--- config.mk ---
export PLATFORM = sky130hd
export DESIGN_NAME = ibus_tx_fifo
export DESIGN_NICKNAME = d
export VERILOG_FILES = /design/src/rtl/ibus_map_pkg.sv /design/src/rtl/sync_fifo_core.sv /design/src/rtl/ibus_tx_fifo.sv
export SDC_FILE = /design/constraint.sdc
export NUM_CORES = 1
export LEC_CHECK = 0
export ABC_CLOCK_PERIOD_IN_PS = 5800
export BUFFER_PORTS_ARGS = -buffer_cell sky130_fd_sc_hd__buf_2
export CORE_UTILIZATION = 60
export CTS_BUF_LIST = sky130_fd_sc_hd__clkbuf_2 sky130_fd_sc_hd__clkbuf_4 sky130_fd_sc_hd__clkbuf_8
export CTS_CLUSTER_SIZE = 20
export DETAILED_ROUTE_END_ITERATION = 7
export MAX_ROUTING_LAYER = met4
export PLACE_DENSITY_LB_ADDON = 0.25
export SLEW_MARGIN = 20
export SYNTH_ARGS = -nofsm -noshare
export SYNTH_HDL_FRONTEND = slang
export SYNTH_SLANG_ARGS = --single-unit
--- constraint.sdc ---
create_clock -name clk -period 5.8 [get_ports clk]
set_input_delay 0.87 -clock clk [delete_from_list [all_inputs] [get_ports clk]]
set_output_delay 0.87 -clock clk [all_outputs]
set_load 0.02 [all_outputs]
--- src/rtl/ibus_map_pkg.sv ---
// Shared io-bus address map: transmit FIFO window, its STATUS/CTRL
// registers, and the DMA engine registers, so every io decoder agrees.
package ibus_map_pkg;

    // Transmit FIFO data window (word addresses)
    localparam logic [13:0] TXF_WIN_BASE   = 14'h3E00;
    localparam logic [13:0] TXF_WIN_LIMIT  = 14'h3E3F;

    // Transmit FIFO registers
    localparam logic [13:0] TXF_STATUS_ADR = 14'h3E40;
    localparam logic [13:0] TXF_CTRL_ADR   = 14'h3E41;

    // STATUS bit positions
    localparam int TXF_ST_EMPTY     = 0;
    localparam int TXF_ST_FULL      = 1;
    localparam int TXF_ST_OVF       = 2;
    localparam int TXF_ST_COUNT_LSB = 8;

    // CTRL bit positions
    localparam int TXF_CTRL_FLUSH   = 0;
    localparam int TXF_CTRL_CLR_OVF = 1;

    // DMA engine registers
    localparam logic [13:0] DMA_SRC_ADR  = 14'h3FF0;
    localparam logic [13:0] DMA_DST_ADR  = 14'h3FF1;
    localparam logic [13:0] DMA_LEN_ADR  = 14'h3FF2;
    localparam logic [13:0] DMA_CTRL_ADR = 14'h3FF3;

    // Which transmit FIFO resource a read address selects
    typedef enum logic [1:0] {
        TXF_SEL_NONE,
        TXF_SEL_DATA,
        TXF_SEL_STATUS,
        TXF_SEL_CTRL
    } txf_sel_e;

    function automatic logic txf_in_window(input logic [13:0] adr);
        return (adr >= TXF_WIN_BASE) && (adr <= TXF_WIN_LIMIT);
    endfunction

    function automatic txf_sel_e txf_decode(input logic [13:0] adr);
        if (txf_in_window(adr))     return TXF_SEL_DATA;
        if (adr == TXF_STATUS_ADR)  return TXF_SEL_STATUS;
        if (adr == TXF_CTRL_ADR)    return TXF_SEL_CTRL;
        return TXF_SEL_NONE;
    endfunction

endpackage

--- src/rtl/sync_fifo_core.sv ---
// Synchronous FIFO core: storage, wrapping pointers, occupancy count.
// A push into a full FIFO is taken only when a pop frees the slot in the
// same cycle; otherwise it is reported on drop_o.
module sync_fifo_core #(
    parameter int DEPTH = 16,
    parameter int W     = 16,
    parameter int CW    = $clog2(DEPTH) + 1
) (
    input  logic          clk,
    input  logic          rst_n,
    input  logic          flush_i,
    input  logic          push_i,
    input  logic [W-1:0]  wdata_i,
    input  logic          ready_i,
    output logic          valid_o,
    output logic [W-1:0]  head_o,
    output logic [CW-1:0] count_o,
    output logic          full_o,
    output logic          empty_o,
    output logic          drop_o
);

    localparam int AW = $clog2(DEPTH);

    logic [W-1:0]  mem_q [DEPTH];
    logic [AW-1:0] wptr_q, wptr_d;
    logic [AW-1:0] rptr_q, rptr_d;
    logic [CW-1:0] count_q, count_d;
    logic          pop_w;
    logic          push_ok_w;

    assign full_o    = (count_q == CW'(DEPTH));
    assign empty_o   = (count_q == '0);
    assign valid_o   = ~empty_o;
    assign count_o   = count_q;
    assign head_o    = mem_q[rptr_q];

    assign pop_w     = valid_o & ready_i;
    assign push_ok_w = push_i & (~full_o | pop_w);
    assign drop_o    = push_i & full_o & ~pop_w;

    // Next pointer/count: flush empties, otherwise advance per push/pop
    always_comb begin
        // NOTE: every output of a combinational block gets a default first so no path leaves it unassigned (which would infer a latch).
        wptr_d  = wptr_q;
        rptr_d  = rptr_q;
        count_d = count_q;
        if (flush_i) begin
            wptr_d  = '0;
            rptr_d  = '0;
            count_d = '0;
        end else begin
            if (push_ok_w) wptr_d = wptr_q + AW'(1);
            if (pop_w)     rptr_d = rptr_q + AW'(1);
            case ({push_ok_w, pop_w})
                2'b10:   count_d = count_q + CW'(1);
                2'b01:   count_d = count_q - CW'(1);
                default: count_d = count_q;
            endcase
        end
    end

    // Pointer and count registers with synchronous reset
    always_ff @(posedge clk) begin
        // NOTE: state registers use non-blocking assignments so every flop samples pre-edge values regardless of statement order.
        if (!rst_n) begin
            wptr_q  <= '0;
            rptr_q  <= '0;
            count_q <= '0;
        end else begin
            wptr_q  <= wptr_d;
            rptr_q  <= rptr_d;
            count_q <= count_d;
        end
    end

    // Storage write port
    always_ff @(posedge clk) begin
        // NOTE: the storage array has no reset; count gates validity, so its contents never matter until written.
        if (push_ok_w) mem_q[wptr_q] <= wdata_i;
    end

endmodule

--- src/rtl/ibus_tx_fifo.sv ---
// Memory-mapped transmit FIFO on the 16-bit io bus. Window writes push,
// the stream side pops on tx_valid & tx_ready, and reads of head/STATUS
// return through a fixed two-stage pipe into the chained read-data path.
module ibus_tx_fifo
    import ibus_map_pkg::*;
#(
    parameter int DEPTH = 16,
    parameter int CW    = 5
) (
    input  logic        clk,
    input  logic        rst_n,
    input  logic        rst_pipe,
    input  logic        ibus_wen,
    input  logic [15:2] ibus_wadr,
    input  logic [15:0] ibus32_wdata,
    input  logic        ibus_ren,
    input  logic [15:2] ibus_radr,
    input  logic [15:0] ibus32_rdata_in,
    output logic [15:0] ibus32_rdata,
    output logic        tx_valid,
    output logic [15:0] tx_data,
    input  logic        tx_ready
);

    logic          push_w;
    logic          ctrl_wr_w;
    logic          flush_w;
    logic          ovf_clr_w;
    logic [CW-1:0] count_w;
    logic          full_w;
    logic          empty_w;
    logic          drop_w;
    logic          ovf_q, ovf_d;
    logic [15:0]   status_w;
    txf_sel_e      rsel_w;
    logic          rd_hit1_q, rd_hit1_d;
    logic [15:0]   rd_val1_q, rd_val1_d;
    logic          rd_hit2_q;
    logic [15:0]   rd_val2_q;

    assign push_w    = ibus_wen & txf_in_window(ibus_wadr);
    assign ctrl_wr_w = ibus_wen & (ibus_wadr == TXF_CTRL_ADR);
    assign flush_w   = rst_pipe | (ctrl_wr_w & ibus32_wdata[TXF_CTRL_FLUSH]);
    assign ovf_clr_w = rst_pipe | (ctrl_wr_w & ibus32_wdata[TXF_CTRL_CLR_OVF]);

    sync_fifo_core #(
        .DEPTH (DEPTH),
        .W     (16),
        .CW    (CW)
    ) u_core (
        .clk     (clk),
        .rst_n   (rst_n),
        .flush_i (flush_w),
        .push_i  (push_w),
        .wdata_i (ibus32_wdata),
        .ready_i (tx_ready),
        .valid_o (tx_valid),
        .head_o  (tx_data),
        .count_o (count_w),
        .full_o  (full_w),
        .empty_o (empty_w),
        .drop_o  (drop_w)
    );

    // Sticky overflow: a clear beats a same-cycle drop
    always_comb begin
        ovf_d = ovf_q;
        if (ovf_clr_w)   ovf_d = 1'b0;
        else if (drop_w) ovf_d = 1'b1;
    end

    // STATUS word assembled from current FIFO state
    always_comb begin
        status_w                            = '0;
        status_w[TXF_ST_COUNT_LSB +: CW]    = count_w;
        status_w[TXF_ST_OVF]                = ovf_q;
        status_w[TXF_ST_FULL]               = full_w;
        status_w[TXF_ST_EMPTY]              = empty_w;
    end

    // Read stage-1 select: value sampled before any same-cycle push/pop
    always_comb begin
        rsel_w    = ibus_ren ? txf_decode(ibus_radr) : TXF_SEL_NONE;
        rd_hit1_d = (rsel_w != TXF_SEL_NONE);
        rd_val1_d = '0;
        case (rsel_w)
            TXF_SEL_DATA:   rd_val1_d = empty_w ? 16'h0000 : tx_data;
            TXF_SEL_STATUS: rd_val1_d = status_w;
            default:        rd_val1_d = '0;
        endcase
    end

    // Overflow flag and the two read-pipe stages
    always_ff @(posedge clk) begin
        if (!rst_n) begin
            ovf_q     <= 1'b0;
            rd_hit1_q <= 1'b0;
            rd_val1_q <= '0;
            rd_hit2_q <= 1'b0;
            rd_val2_q <= '0;
        end else begin
            ovf_q     <= ovf_d;
            rd_hit1_q <= rd_hit1_d;
            rd_val1_q <= rd_val1_d;
            rd_hit2_q <= rd_hit1_q;
            rd_val2_q <= rd_val1_q;
        end
    end

    assign ibus32_rdata = rd_hit2_q ? rd_val2_q : ibus32_rdata_in;

endmodule

# Word-level counts from Yosys, hierarchy flattened
# Memories as Yosys holds them, arrays and structs flattened. A register that Yosys moved wholly into a read port is not among the register bits.
# Cells that the tools add are included.
totals:
  regBits: 48
  mem_count: 1
  input_bits: 66
  ram_bits: 256
op_classes:
  n_eq_ne: 8
  n_lt_le_gt_ge: 4
  add_sub_neg: 4
  n_mux: 21
  bitwise: 15
  reduce_logical: 7
mem_list:
  columns: ["memory", "depth", "word_bits", "rd", "rd_ports_with_merged_regs", "write_ports", "line_no", "source"]
  rows:
  - ["u_core.mem_q", 16, 16, 1, 1, 1, "sync_fifo_core.sv:25", "logic [W-1:0] mem_q [DEPTH];"]
op_table:
  columns: ["op", "n"]
  rows:
  - ["$eq 14x14->1 const B", 3]
  - ["$mux 16", 2]
  - ["$pmux 16 s2", 1]
  - ["$ge 14x14->1 const B", 2]
  - ["$le 14x14->1 const B", 2]
  - ["$mux 2", 7]
  - ["$pmux 5 s2", 1]
  - ["$add 4x1->4 const B", 2]
  - ["$and 1x1->1", 8]
  - ["$mux 1", 8]
  - ["$mux 4", 2]
  - ["$add 5x1->5 const B", 1]
  - ["$eq 5x5->1 const B", 1]
  - ["$logic_not 5->1", 1]
  - ["$sub 5x1->5 const B", 1]
  - ["$eq 2x1->1 const B", 2]
  - ["$eq 2x2->1 const B", 2]
  - ["$not 1->1", 4]
  - ["$reduce_bool 2->1", 2]
  - ["$reduce_or 2->1", 2]
  - ["$or 1x1->1", 3]
  - ["$logic_and 1x1->1", 2]

# Longest topological paths before layout
depth:
  depth_word: 12
  ltp_mapped: 14
  depth_no_buf: 10

# Cells and area by module
# Synthesis repeated with hierarchy kept, for this count alone.
hier_totals:
  cells_unflattened: 635
  area_unflattened_um2: 11989.0
modules_own_cells:
  columns: ["module", "cells_per_inst", "area_each_um2", "instances", "seq_area_each_um2"]
  rows:
  - ["sync_fifo_core", 527, 10649.0, 1, 8027.7]
  - ["ibus_tx_fifo", 108, 1340.0, 1, 700.7]

# Least setup slack after synthesis
# Ideal clock, no wire load.
synth_path:
  path_kind: "input -> register"
  from: "input port ibus_wadr[10] (netlist bit)"
  to: "memory u_core.mem_q[1][0], enable pin"
  setup_time_ps: 430
  path_buffers: 1
  path_stages: 5
  path_slack_ps: 2202
  arrival_ps: 3168
  path_cell_list: "and4b_1 -> o2111a_2 -> inv_4 -> buf_8 -> nor4_1"
synth_between:
  elab_chain_cells: 6
synth_rtl:
  columns: ["item", "line_no", "source"]
  rows:
  - ["start, declared", "ibus_tx_fifo.sv:14", "input logic [15:2] ibus_wadr,"]
  - ["$ge 14x14->1 or $le 14x14->1 (tied branches)", "ibus_map_pkg.sv:38", "return (adr >= TXF_WIN_BASE) && (adr <= TXF_WIN_LIMIT);"]
  - ["$logic_and 1x1->1 *", "ibus_map_pkg.sv:38", null]
  - ["$and 1x1->1 *", "ibus_tx_fifo.sv:41", "assign push_w = ibus_wen & txf_in_window(ibus_wadr);"]
  - ["$and 1x1->1 *", "sync_fifo_core.sv:39", "assign push_ok_w = push_i & (~full_o | pop_w);"]
  - ["$mux 1 *", "sync_fifo_core.sv:80", "if (push_ok_w) mem_q[wptr_q] <= wdata_i;"]
  - ["$mux 1 (not written as such) *", "sync_fifo_core.sv:80", null]
  - ["end, declared", "sync_fifo_core.sv:25", null]
# Mark *: on every way between the ends. The rest lies on a longest branch, timed or not.

==> impl_metrics.ini <==
[finish]
areaGrowthSynthToFinish_pct = 15.8
combined_area_of_the_multi_input_logic_cells_um2 = 3110
number_of_fill_cells = 1212
regArea_um2 = 8730
nets = 844
final_layout_size_suffix_gt1_frac = 0.378

[setup_path]
delay_of_the_slowest_critical_path_stage_ns = 0.91
critical_path.endpoint_type = output port
crit-reg2reg-launch = u_core.count_o[1]$_SDFFE_PP0P_
crit_path_start_kind = register
critical_path.most_common_cell = mux2i_1
timing.critical_path.required_ns = 4.93
kind_of_cell_adding_the_most_delay_to_the_critical_path = flip-flops
rr_endpoint = u_core.count_o[4]$_SDFFE_PP0P_
critical_path.cell_chain = buf_4 > mux4_2 > mux2i_1 > mux2i_1 > buf_2
worst_r2r_path_depth = 10
path_max_fanout = 28
path_buf_inv = 2
rrSetupSlack_ns = 2.40
criticalPathCategory = register to output port
critical-path-slowest-cell = dfxtp_2
critical_path_arrival_ns = 3.01

[synth]
proportion_of_synthesized_flip_flops_having_asynchronous_set_or_reset = 0
syn_avg_cell_area_um2 = 18.9
synth.ff_latch_count = 308
synthTopCellsByArea = edfxtp_1 (64%), mux4_2 (12%), dfxtp_1 (8.7%), mux2i_1 (2.3%), and2_1 (1.5%)
synthCells = 634
synth.yosys.seq_area_share = 0.727
count_of_warnings_emitted_by_yosys = 0
synth_edf_count = 256
postSynth.topFlopCell = edfxtp_1
netlist_area_um2 = 12000
synth.top_cell.area_share = 0.640
netlist-cell-type-count = 53
synth_top_area_cell = edfxtp_1
synth_nets = 708

[sta]
slew_headroom = 0.256
finalSetupViolCount = 0
post-route-worst-setup-slack_ns = 1.92
tns_ns = 0
min_period_ns = 3.88
worst-slew-pin-transition_ns = 1.12
fmaxAchievable_mhz = 258
finalClockSkew_ns = 0.0134
max_slew_violations = 0
final.period_utilization = 0.669
timing.hold.ws_ns = 0.433
grt_setup_unrepaired = no
finalHoldViolCount = 0

[clock_network]
root_buffer = clkbuf_8
clock_sinks = 308
cts_max_path_buffers = 3
cts_hold_buffers = 0
htreeDepth = 2
cts.repair.resized = 0
clk_latency_ns = 0.56
cts_tree = yes
cts.repair_timing.setup_buffer_count = 0
cts_inserted_buffers = 48
clk_pin_slew_ns = 0.06

[floorplan]
die_height_um = 143
placement_rows = 51
initial_core_util = 0.615
die-area_um2 = 20600
io_pins = 99
core_region_area_um2 = 19500
fp.dieW_um = 143

[placed_design]
detailedPlace.worstSlack_ns = 2.37
place.gp.congestion = 0.912
io_buffers = 98
place_hpwl_um = 14800

[flow_run]
maxCapViolations = 0

[drt]
via_count = 6524
wl_per_cell_um = 23.3
detailroute.wirelength.met3_um = 1610
antenna_violating_nets_post_route = 0
dr.pass1.iters = 5
first_iter_violations = 546
viasPerCell = 6.06
wirelength_met1_um = 10500
routed_wirelength_um = 25100
top_signal_layer_used = met4
post-route-drc-count = 0
routed-wl-met2_um = 12300

[hold_path]
launch_point_of_the_worst_hold_path = rd_val1_q[10]$_SDFF_PN0_
worst_hold_path_type = register to register
min_path_cells = 1
timing.hold.worst_endpoint = rd_val2_q[10]$_SDFF_PN0_

[grt]
overflow = 0
grt_first_pass_wirelength_um = 37200
grt.total_usage = 0.264
vias_in_the_first_global_route = 6509
number_of_antenna_violations_at_the_first_check_in_global_routing = 1
grt_max_degree = 45

[pwr]
leakage_power_summed_over_all_cells_nw = 4.66
power.density_nw_per_um2 = 311
peakVddDrop_mv = 0.191

[outcome]
outcome = finished clean
-- metal layers --
layer	up-vias	global-route usage
li1	2824	-
met1	3348	0.344
met2	302	0.422
met3	50	0.0403
met4	0	0.104
met5	-	-
-- metrics by stage --
step | total power [W] | util | instance area (um2) | std cells
final | 0.00433 | 0.712 | 13900 | 1076
after global routing | 0.00446 | 0.712 | 13900 | 1076
after CTS | 0.00436 | 0.711 | 13900 | 1075
after detailed placement | 0.00251 | 0.659 | 12900 | 985
after global placement | 0.00251 | 0.659 | 12900 | 985
after floorplan | 0.00246 | - | 12000 | 634
-- worst max-delay path by stage --
stage	depth (start not counted)	start	to
6_report	5	register	tx_data[15]
5_1_grt	5	register	tx_data[15]
4_1_cts	5	register	tx_data[6]
3_5_place_dp	11	tx_ready	u_core.count_o[4]$_SDFFE_PP0P_
3_3_place_gp	11	tx_ready	u_core.count_o[4]$_SDFFE_PP0P_
2_1_floorplan	5	ibus_wadr[10]	u_core.mem_q[1][0]$_DFFE_PP_
-- synthesized netlist by cell type (2+ instances only) --
cell        n
or4_1       2
and2_1     29
mux4_2     64
edfxtp_1  256
nor2_1     13
and4b_1     3
a22oi_1     8
a211o_1     2
o211ai_1    6
buf_4       3
mux2i_1    28
a21oi_1     8
buf_2      11
inv_1      15
xor2_1      5
nor2b_1     3
nand2_1     5
nand2b_1   11
dfxtp_1    52
buf_6       2
and3b_1     2
a22o_1      7
nand3_1    20
buf_1       3
clkbuf_1   11
mux2_2     16
ha_1        8
nor3_1      3
nor4_1     10
o21ai_0     4
nand4_1     2
-- layout make-up --
type | count | area share
Sequential cell | 308 | 0.628
Multi-Input combinational cell | 278 | 0.223
Clock buffer | 79 | 0.0701
Timing Repair Buffer | 118 | 0.0461
Tap cell | 265 | 0.0238
Inverter | 16 | 0.00450
Clock inverter | 11 | 0.00369
Antenna cell | 1 | 0.000180
-- cell families (layout without fill, tap and decap cells) --
family / count (synthesis) / count (layout) / share of synthesized area
AO/OA/AOI/OAI: 43 / 43 / 0.0260
XOR/XNOR: 6 / 6 / 0.00438
adder cells (fa/ha/maj): 8 / 8 / 0.00834
buffers and inverters: 48 / 224 / 0.0196
flip-flops: 308 / 308 / 0.727
multiplexers: 108 / 108 / 0.158
other: 0 / 1 / 0
AND/OR/NAND/NOR: 113 / 113 / 0.0565
-- state kept, by name, summed over array words and instances, names as in the netlist, named ones only --
name and flops:
ovf_q 1, rd_hit1_q 1, rd_hit2_q 1, rd_val1_q 16, rd_val2_q 16, u_core.count_o 5, u_core.mem_q 256, u_core.rptr_q 4
u_core.wptr_q 4
-- power by group --
group | switching, W | total, W | internal, W
clock network | 0.000802 | 0.00186 | 0.00106
logic | 0.0000459 | 0.0000729 | 0.0000270
registers | 0.000000138 | 0.00239 | 0.00239
total | 0.000848 | 0.00433 | 0.00348
-- layout by cell type (no fill, tap or decap), drive strengths merged, types with 2 or more instances in the layout --
cell type / n
a211o: 2
a21oi: 9
a22o: 7
a22oi: 8
and2: 29
and3: 2
and3b: 2
and4b: 3
buf: 118
clkbuf: 79
clkinv: 10
dfxtp: 52
edfxtp: 256
ha: 8
inv: 17
mux2: 16
mux2i: 28
mux4: 64
nand2: 6
nand2b: 11
nand3: 20
nand4: 2
nor2: 14
nor2b: 3
nor3: 4
nor4: 11
o211ai: 6
o21ai: 5
or4: 3
xor2: 5
No activity file was read; power rests on OpenSTA's default activity.
